<file path="config.mk">
export PLATFORM = sky130hd
export DESIGN_NAME = fetch_sequencer
export DESIGN_NICKNAME = d
export VERILOG_FILES = /design/src/rtl/fetch_sequencer.sv
export SDC_FILE = /design/constraint.sdc
export NUM_CORES = 1
export LEC_CHECK = 0
export CAP_MARGIN = 10
export CORE_AREA = 2 2 112 114
export CTS_CLUSTER_DIAMETER = 50
export CTS_CLUSTER_SIZE = 25
export DETAILED_ROUTE_END_ITERATION = 8
export DIE_AREA = 0 0 114 116
export PLACE_DENSITY = 0.89
export SYNTH_ARGS = -nofsm -noshare
export SYNTH_HDL_FRONTEND = slang
export SYNTH_SLANG_ARGS = --single-unit
</file>
<file path="constraint.sdc">
create_clock -name clk -period 6.41 [get_ports clk]
set_input_delay 1.282 -clock clk [delete_from_list [all_inputs] [get_ports clk]]
set_output_delay 1.282 -clock clk [all_outputs]
set_load 0.05 [all_outputs]
</file>
<file path="src/rtl/fetch_sequencer.sv">
// Fetch-side PC controller: issues imem reads, holds one fetched word for decode,
// and applies branch/trap redirects, squashing any fetch already in flight.
module fetch_sequencer #(
    parameter int unsigned     XLEN         = 32,
    parameter logic [XLEN-1:0] RESET_VECTOR = 32'h0000_0000,
    parameter logic [XLEN-1:0] TRAP_VECTOR  = 32'h0000_0100
) (
    input  logic            clk,
    input  logic            reset,
    input  logic [XLEN-1:0] pc,
    output logic [XLEN-1:0] PCNext,
    output logic            imem_req,
    output logic [XLEN-1:0] imem_addr,
    input  logic            imem_ready,
    input  logic [XLEN-1:0] imem_rdata,
    output logic            instr_valid,
    input  logic            instr_ready,
    output logic [XLEN-1:0] instr,
    output logic [XLEN-1:0] instr_pc,
    input  logic            redirect_valid,
    input  logic [XLEN-1:0] redirect_pc,
    input  logic            trap_valid
);

    typedef enum logic [1:0] {
        S_BOOT,
        S_FETCH,
        S_WAIT,
        S_KILL
    } state_t;

    state_t          state;
    state_t          state_next;
    logic [XLEN-1:0] addr_q;
    logic            redir;
    logic [XLEN-1:0] redir_pc;
    logic            can_issue;
    logic            fill;
    logic [XLEN-1:0] pc_inc;

    assign redir     = (trap_valid || redirect_valid) && (state != S_BOOT);
    assign redir_pc  = trap_valid ? TRAP_VECTOR : {redirect_pc[XLEN-1:2], 2'b00};
    assign can_issue = !instr_valid || instr_ready;
    assign pc_inc    = pc + XLEN'(4);

    // Request and PCNext are combinational: they react to imem_ready/instr_ready
    // in the same cycle so a zero-wait memory sustains one fetch per cycle.
    always_comb begin
        PCNext     = pc;
        imem_req   = 1'b0;
        imem_addr  = pc;
        fill       = 1'b0;
        state_next = state;
        case (state)
            S_BOOT: begin
                PCNext     = RESET_VECTOR;
                state_next = S_FETCH;
            end
            S_FETCH: begin
                if (redir) begin
                    PCNext = redir_pc;
                end else if (can_issue) begin
                    imem_req = 1'b1;
                    if (imem_ready) begin
                        fill   = 1'b1;
                        PCNext = pc_inc;
                    end else begin
                        state_next = S_WAIT;
                    end
                end
            end
            S_WAIT: begin
                imem_req  = 1'b1;
                imem_addr = addr_q;
                if (redir) begin
                    PCNext     = redir_pc;
                    state_next = imem_ready ? S_FETCH : S_KILL;
                end else if (imem_ready) begin
                    fill       = 1'b1;
                    PCNext     = pc_inc;
                    state_next = S_FETCH;
                end
            end
            S_KILL: begin
                // Stale request must complete before a new one; its data is dropped.
                imem_req  = 1'b1;
                imem_addr = addr_q;
                if (redir) begin
                    PCNext = redir_pc;
                end
                if (imem_ready) begin
                    state_next = S_FETCH;
                end
            end
            default: begin
                state_next = S_BOOT;
            end
        endcase
    end

    always_ff @(posedge clk) begin
        if (reset) begin
            state       <= S_BOOT;
            addr_q      <= '0;
            instr_valid <= 1'b0;
            instr       <= '0;
            instr_pc    <= '0;
        end else begin
            state <= state_next;
            if (state == S_FETCH && imem_req && !imem_ready) begin
                addr_q <= pc;
            end
            if (redir) begin
                instr_valid <= 1'b0;
            end else if (fill) begin
                instr_valid <= 1'b1;
                instr       <= imem_rdata;
                instr_pc    <= imem_addr;
            end else if (instr_ready) begin
                instr_valid <= 1'b0;
            end
        end
    end

endmodule

</file>
==> out/metrics.yaml, run 1 <==
grt_use_total: 0.276
yosysSeqAreaShare: 0.358
final_cell_mix: "clkdlybuf4s50_1 (228), nand2_1 (209), a21oi_1 (125), dfxtp_1 (99), o21ai_0 (47)"
cts_hold_buf: 0
hold_viol_final: 0
cts-htree-levels: 3
maxCapViolations: 0
leakage_nw: 2.68
crit_slowest_cell: "clkdlybuf4s50_1"
cpMostUsedCell: "clkdlybuf4s50_1"
critPathMaxFanout: 19
dr.pass1.iters: 7
design.die.area_um2: 13200
antenna_cells: 0
fillers: 1025
peakVddDrop_uv: 290
cts_setup_buffers: 0
use_met1: 0.344
netlist_instances: 755
nets: 1054
antenna_found_initial: 0
grt_use_met2: 0.457
syn_area_per_cell_um2: 7.33
vias_per_cell: 5.71
ys_ff_latch: 99
p_comb_frac: 0.576
tightest_slew_ns: 1.04
synth_area_um2: 5530
gr-total-overflow: 0
dpl.hpwl_um: 13300
end_kind: "output pin"
ant_nets: 0
synth-warning-count: 0
power_frac_clock: 0.183
drtIter0Drc: 702
placed_area_um2: 7800
ys.flop_type: "dfxtp_1"
grt_pass1_vias: 5874
async_flop_share: 0
drt-total-wl_um: 19000
switching_share: 0.475
status: "completed"
synth_area_leaders: "dfxtp_1 (36%), nand2_1 (14%), a21oi_1 (11%)"
numCtsBuffers: 9
path_class: "in -> out"
yosysUniqueCellTypes: 57
p_total_mw: 3.00
die_h_um: 116
clk_pin_slew_ns: 0.07
cts_tree: "yes"
core-area_um2: 11900
cts-root-buf: "clkbuf_16"
layout_commonest_cell: "clkdlybuf4s50_1"
seqPwrFrac: 0.241
setup_viol: 0
clockBufferDepth: 2
hold_class: "reg -> reg"
skew_ns: 0.0109
power_density_nw_per_um2: 369
p_int_mw: 1.57
grt_busiest_layer: "met2"
clock_sinks: 99
drive_gt1_frac: 0.0779
critPathRequiredTime_ns: 5.13
ios: 232
initial_utilization: 0.465
gp_congestion: 0.922
synth-edff-count: 0
timing.fmax_ghz: 0.178
clk-insertion-delay-late_ns: 0.34
vias: 6269
post-route-period-util: 0.875
grt_util_met3: 0.0785
final_area_um2: 8120
critPathMaxStageDelay_ns: 0.84
cts_resized: 0
start_kind: "primary input"
wl_per_cell_um: 17.3
slew_viol_final: 0
drc: 0
portBuffers: 229
chipWidth_um: 114
path_cells: "clkdlybuf4s50_1 > o21ba_2 > a21oi_1 > o21bai_2 > buf_4 > o21ai_0 > a31oi_1 > clkdlybuf4s50_1"
tns_ns: 0
p_switching_mw: 1.42
grt_max_degree: 100
relSlewSlack: 0.309
syn2layout_area_growth_pct: 46.6
arrival_ns: 4.33
rsz0062_at_grt: "no"
synth_fp_nets: 863
period_needed_ns: 5.61
grt_pass1_wl_um: 29300
synth_top_cell_by_area: "dfxtp_1"
yosysTopAreaCellShare: 0.358
fp-row-count: 40
## cell type report
class | instances | area, µm² | share of cell area
Clock buffer | 11 | 243 | 0.0299
Clock inverter | 4 | 56.3 | 0.00694
Inverter | 9 | 33.8 | 0.00416
Multi-Input combinational cell | 586 | 3230 | 0.398
Sequential cell | 99 | 1980 | 0.244
Tap cell | 147 | 184 | 0.0227
Timing Repair Buffer | 241 | 2390 | 0.294
## per-layer routing
metal	routed length [µm]	part of all wire
met2	8950	0.47
met1	7640	0.40
met3	1980	0.10
met4	395	0.021
met5	0	0
## sequential cells by signal, indices dropped and copies added (netlist names)
signal       cells
instr           32
state            2
addr_q          32
instr_valid      1
instr_pc        32
## worst paths after layout
check                      start           end  slack [ns]  depth (start not counted)
hold reg to reg       addr_q[21]    addr_q[21]        0.45                          2
hold / removal        addr_q[21]    addr_q[21]        0.45                          2
setup / recovery  redirect_valid    PCNext[19]        0.80                          8
setup reg to reg        state[1]  instr_pc[28]        3.26                          9
## worst max-delay path, delay by kind of cell
family / cells / cell delay (ns)
buffers and inverters: 3 / 1.97
AOI/OAI and AO/OA: 5 / 1.07
## metrics by stage
| stage | std cells | setup WS, ns | hold WS, ns | utilization |
|---|---|---|---|---|
| 6_report | 1097 | 0.801 | 0.453 | 0.681 |
| 5_1_grt | 1097 | 0.702 | 0.468 | 0.681 |
| 4_1_cts | 1096 | 0.877 | 0.454 | 0.680 |
| 3_5_place_dp | 1081 | 0.887 | 0.444 | 0.655 |
| 3_3_place_gp | 1081 | 0.905 | 0.440 | 0.655 |
| 2_1_floorplan | 755 | 1.74 | 0.434 | - |
## cells by family after synthesis
group | share of synthesized area
and+or+nand+nor | 0.262
AOI/OAI and AO/OA | 0.235
DFF | 0.358
buffers and inverters | 0.0597
muxes | 0.0662
adders and majority gates | 0.0136
xor gates and xnor gates | 0.00475
## synthesized netlist by cell type, types with 9 or more instances
master,count
nand2_1,209
nand3_1,13
buf_2,26
clkbuf_1,28
inv_1,9
mux2_2,29
nand4_1,10
dfxtp_1,99
a21oi_1,126
o21ai_0,47
nor3_1,13
nor2_1,24
a31oi_1,15
## power by group through the flow
stage | clock network [mW] | logic, mW | registers, mW
after floorplan | 0 | 1.01 | 0.892
after global placement | 0 | 1.68 | 0.732
after detailed placement | 0 | 1.70 | 0.737
after CTS | 0.561 | 1.71 | 0.723
after global routing | 0.587 | 1.82 | 0.731
final | 0.548 | 1.73 | 0.723
Power figures use the tool's default switching activity.
==> inputs of run 2 (changes only) <==
--- a/config.mk
+++ b/config.mk
@@ -12,6 +12,7 @@
 export DETAILED_ROUTE_END_ITERATION = 8
 export DIE_AREA = 0 0 114 116
 export PLACE_DENSITY = 0.89
+export SKIP_LAST_GASP = 1
 export SYNTH_ARGS = -nofsm -noshare
 export SYNTH_HDL_FRONTEND = slang
 export SYNTH_SLANG_ARGS = --single-unit
==> constraint.sdc (replaced) <==
create_clock -name clk -period 6.84 [get_ports clk]
set_input_delay 1.368 -clock clk [delete_from_list [all_inputs] [get_ports clk]]
set_output_delay 1.368 -clock clk [all_outputs]
set_load 0.05 [all_outputs]
==> run 2 against run 1 <==
Power decreased by 8.3%. Via count decreased by 0.35%. Register-to-register slack improved by 0.57 ns. Critical endpoint is now PCNext[22].
==> out/metrics.yaml, run 2 (synthesis results as in run 1) <==
leakage_nw: 2.65  # was 2.68 nW
top_layer_used: "met4"  # unchanged
core-area_um2: 11900  # unchanged
cts_tree: "yes"  # unchanged
vias: 6247  # was 6269
rsz0062_at_grt: "no"  # unchanged
syn2layout_area_growth_pct: 45.8  # was 46.6%
wirelength_met1_um: 7600  # was 7640 µm
design.die.area_um2: 13200  # unchanged
arrival_ns: 4.49  # was 4.33 ns
wl_met2_um: 8740  # was 8950 µm
initial_utilization: 0.465  # unchanged
end_kind: "output pin"  # unchanged
slew_viol_final: 0  # unchanged
critPathRequiredTime_ns: 5.47  # was 5.13 ns
hold_slack_ns: 0.452  # was 0.453 ns
cts_hold_buf: 0  # unchanged
drtIter0Drc: 673  # was 702
power_density_nw_per_um2: 341  # was 369 nW/µm²
gp_congestion: 0.937  # was 0.922
vias_per_cell: 5.71  # about the same
clock_sinks: 99  # unchanged
grt_use_total: 0.275  # was 0.276
largestRegisters: "addr_q (32), instr (32), instr_pc (32)"  # unchanged
chipWidth_um: 114  # unchanged
gr-total-overflow: 0  # unchanged
cts_resized: 0  # unchanged
relSlewSlack: 0.306  # was 0.309
critPathMaxFanout: 17  # was 19
post-route-period-util: 0.856
antenna_found_initial: 0  # unchanged
drt-total-wl_um: 18700  # was 19000 µm
drive_gt1_frac: 0.0770  # was 0.0779
die_h_um: 116  # unchanged
fp-row-count: 40  # unchanged
clk-insertion-delay-late_ns: 0.34  # about the same
nets: 1053  # was 1054
hold_viol_final: 0  # unchanged
layout_commonest_cell: "clkdlybuf4s50_1"  # unchanged
final_cell_mix: "clkdlybuf4s50_1 (228), nand2_1 (209), a21oi_1 (125), dfxtp_1 (99), o21ai_0 (47)"  # unchanged
drc: 0  # unchanged
tns_ns: 0  # unchanged
multi_input_area_um2: 3230  # unchanged
route.met3.wl_um: 1860  # was 1980 µm
cts_setup_buffers: 0  # unchanged
grt_max_degree: 100  # unchanged
period_needed_ns: 5.85
wl_per_cell_um: 17.1  # was 17.3 µm
path_class: "in -> out"  # unchanged
maxCapViolations: 0  # unchanged
cts-htree-levels: 3  # unchanged
setup_viol: 0  # unchanged
clockBufferDepth: 2  # unchanged
status: "completed"  # unchanged
peakVddDrop_uv: 197  # was 290 µV
fillers: 1035  # was 1025
grt_pass1_vias: 5668  # was 5874
hold_class: "reg -> reg"  # unchanged
cts-root-buf: "clkbuf_16"  # unchanged
portBuffers: 229  # unchanged
tightest_slew_ns: 1.04  # about the same
ios: 232  # unchanged
antenna_cells: 0  # unchanged
ant_nets: 0  # unchanged
grt_pass1_wl_um: 29200  # was 29300 µm
timing.fmax_ghz: 0.171
clk_pin_slew_ns: 0.06  # was 0.07 ns
fin_util: 0.677  # was 0.681
skew_ns: 0.00647  # was 0.0109 ns
ff_latch_area_um2: 1980  # unchanged
numCtsBuffers: 9  # unchanged
dpl.hpwl_um: 13400  # was 13300 µm
start_kind: "primary input"  # unchanged
dr.pass1.iters: 5  # was 7
-- run 2: cell types whose count changed in the layout (fill, tap and decap cells not counted), sizes merged --
cell      delta
clkbuf       -2
clkinvlp     +2
buf          -1
bufinv       -1
-- run 2: area by class of cell --
type                       instances  share of cell area
timing repair buffer             240               0.294
multi-input combinational        586               0.400
clock buffer                       9              0.0279
clock inverter                     5             0.00496
sequential                        99               0.246
inverter                           9             0.00419
tap                              147              0.0228
-- run 2: per-layer routing --
metal,vias to the layer above,global-route usage
met4,0,0.108
met5,-,0
li1,3013,-
met3,49,0.0774
met2,321,0.453
met1,2864,0.343
-- run 2: final timing paths --
path,from,to,slack (ns),cells after the start
max,imem_ready,PCNext[22],0.99,6
min,instr_pc[8],instr_pc[8],0.45,2
max reg2reg,state[0],addr_q[27],3.83,8
min reg2reg,instr_pc[8],instr_pc[8],0.45,2
-- run 2: metrics by stage --
step / std cells / cell area, µm² / worst slack (ns) / power [mW]
floorplan: 755 / 5530 / 2.00 / 1.78
global placement: 1081 / 7800 / 1.13 / 2.27
detailed placement: 1081 / 7800 / 1.09 / 2.28
CTS: 1095 / 8070 / 1.08 / 2.76
global route: 1095 / 8070 / 0.811 / 2.89
finish: 1095 / 8070 / 0.986 / 2.75
-- run 2: report_power, final --
group / internal (mW) / leakage [nW] / switching (mW) / total (mW)
registers: 0.642 / 0.800 / 0.0351 / 0.677
logic: 0.530 / 1.73 / 1.07 / 1.60
clock network: 0.246 / 0.126 / 0.225 / 0.471
total: 1.42 / 2.65 / 1.33 / 2.75
-- run 2: critical path: stages --
cell and delay [ns]:
clkdlybuf4s50_1 0.89, nand4_1 0.36, nor4_1 0.60, a31oi_1 0.19, a21oi_1 0.21, clkdlybuf4s50_1 0.87
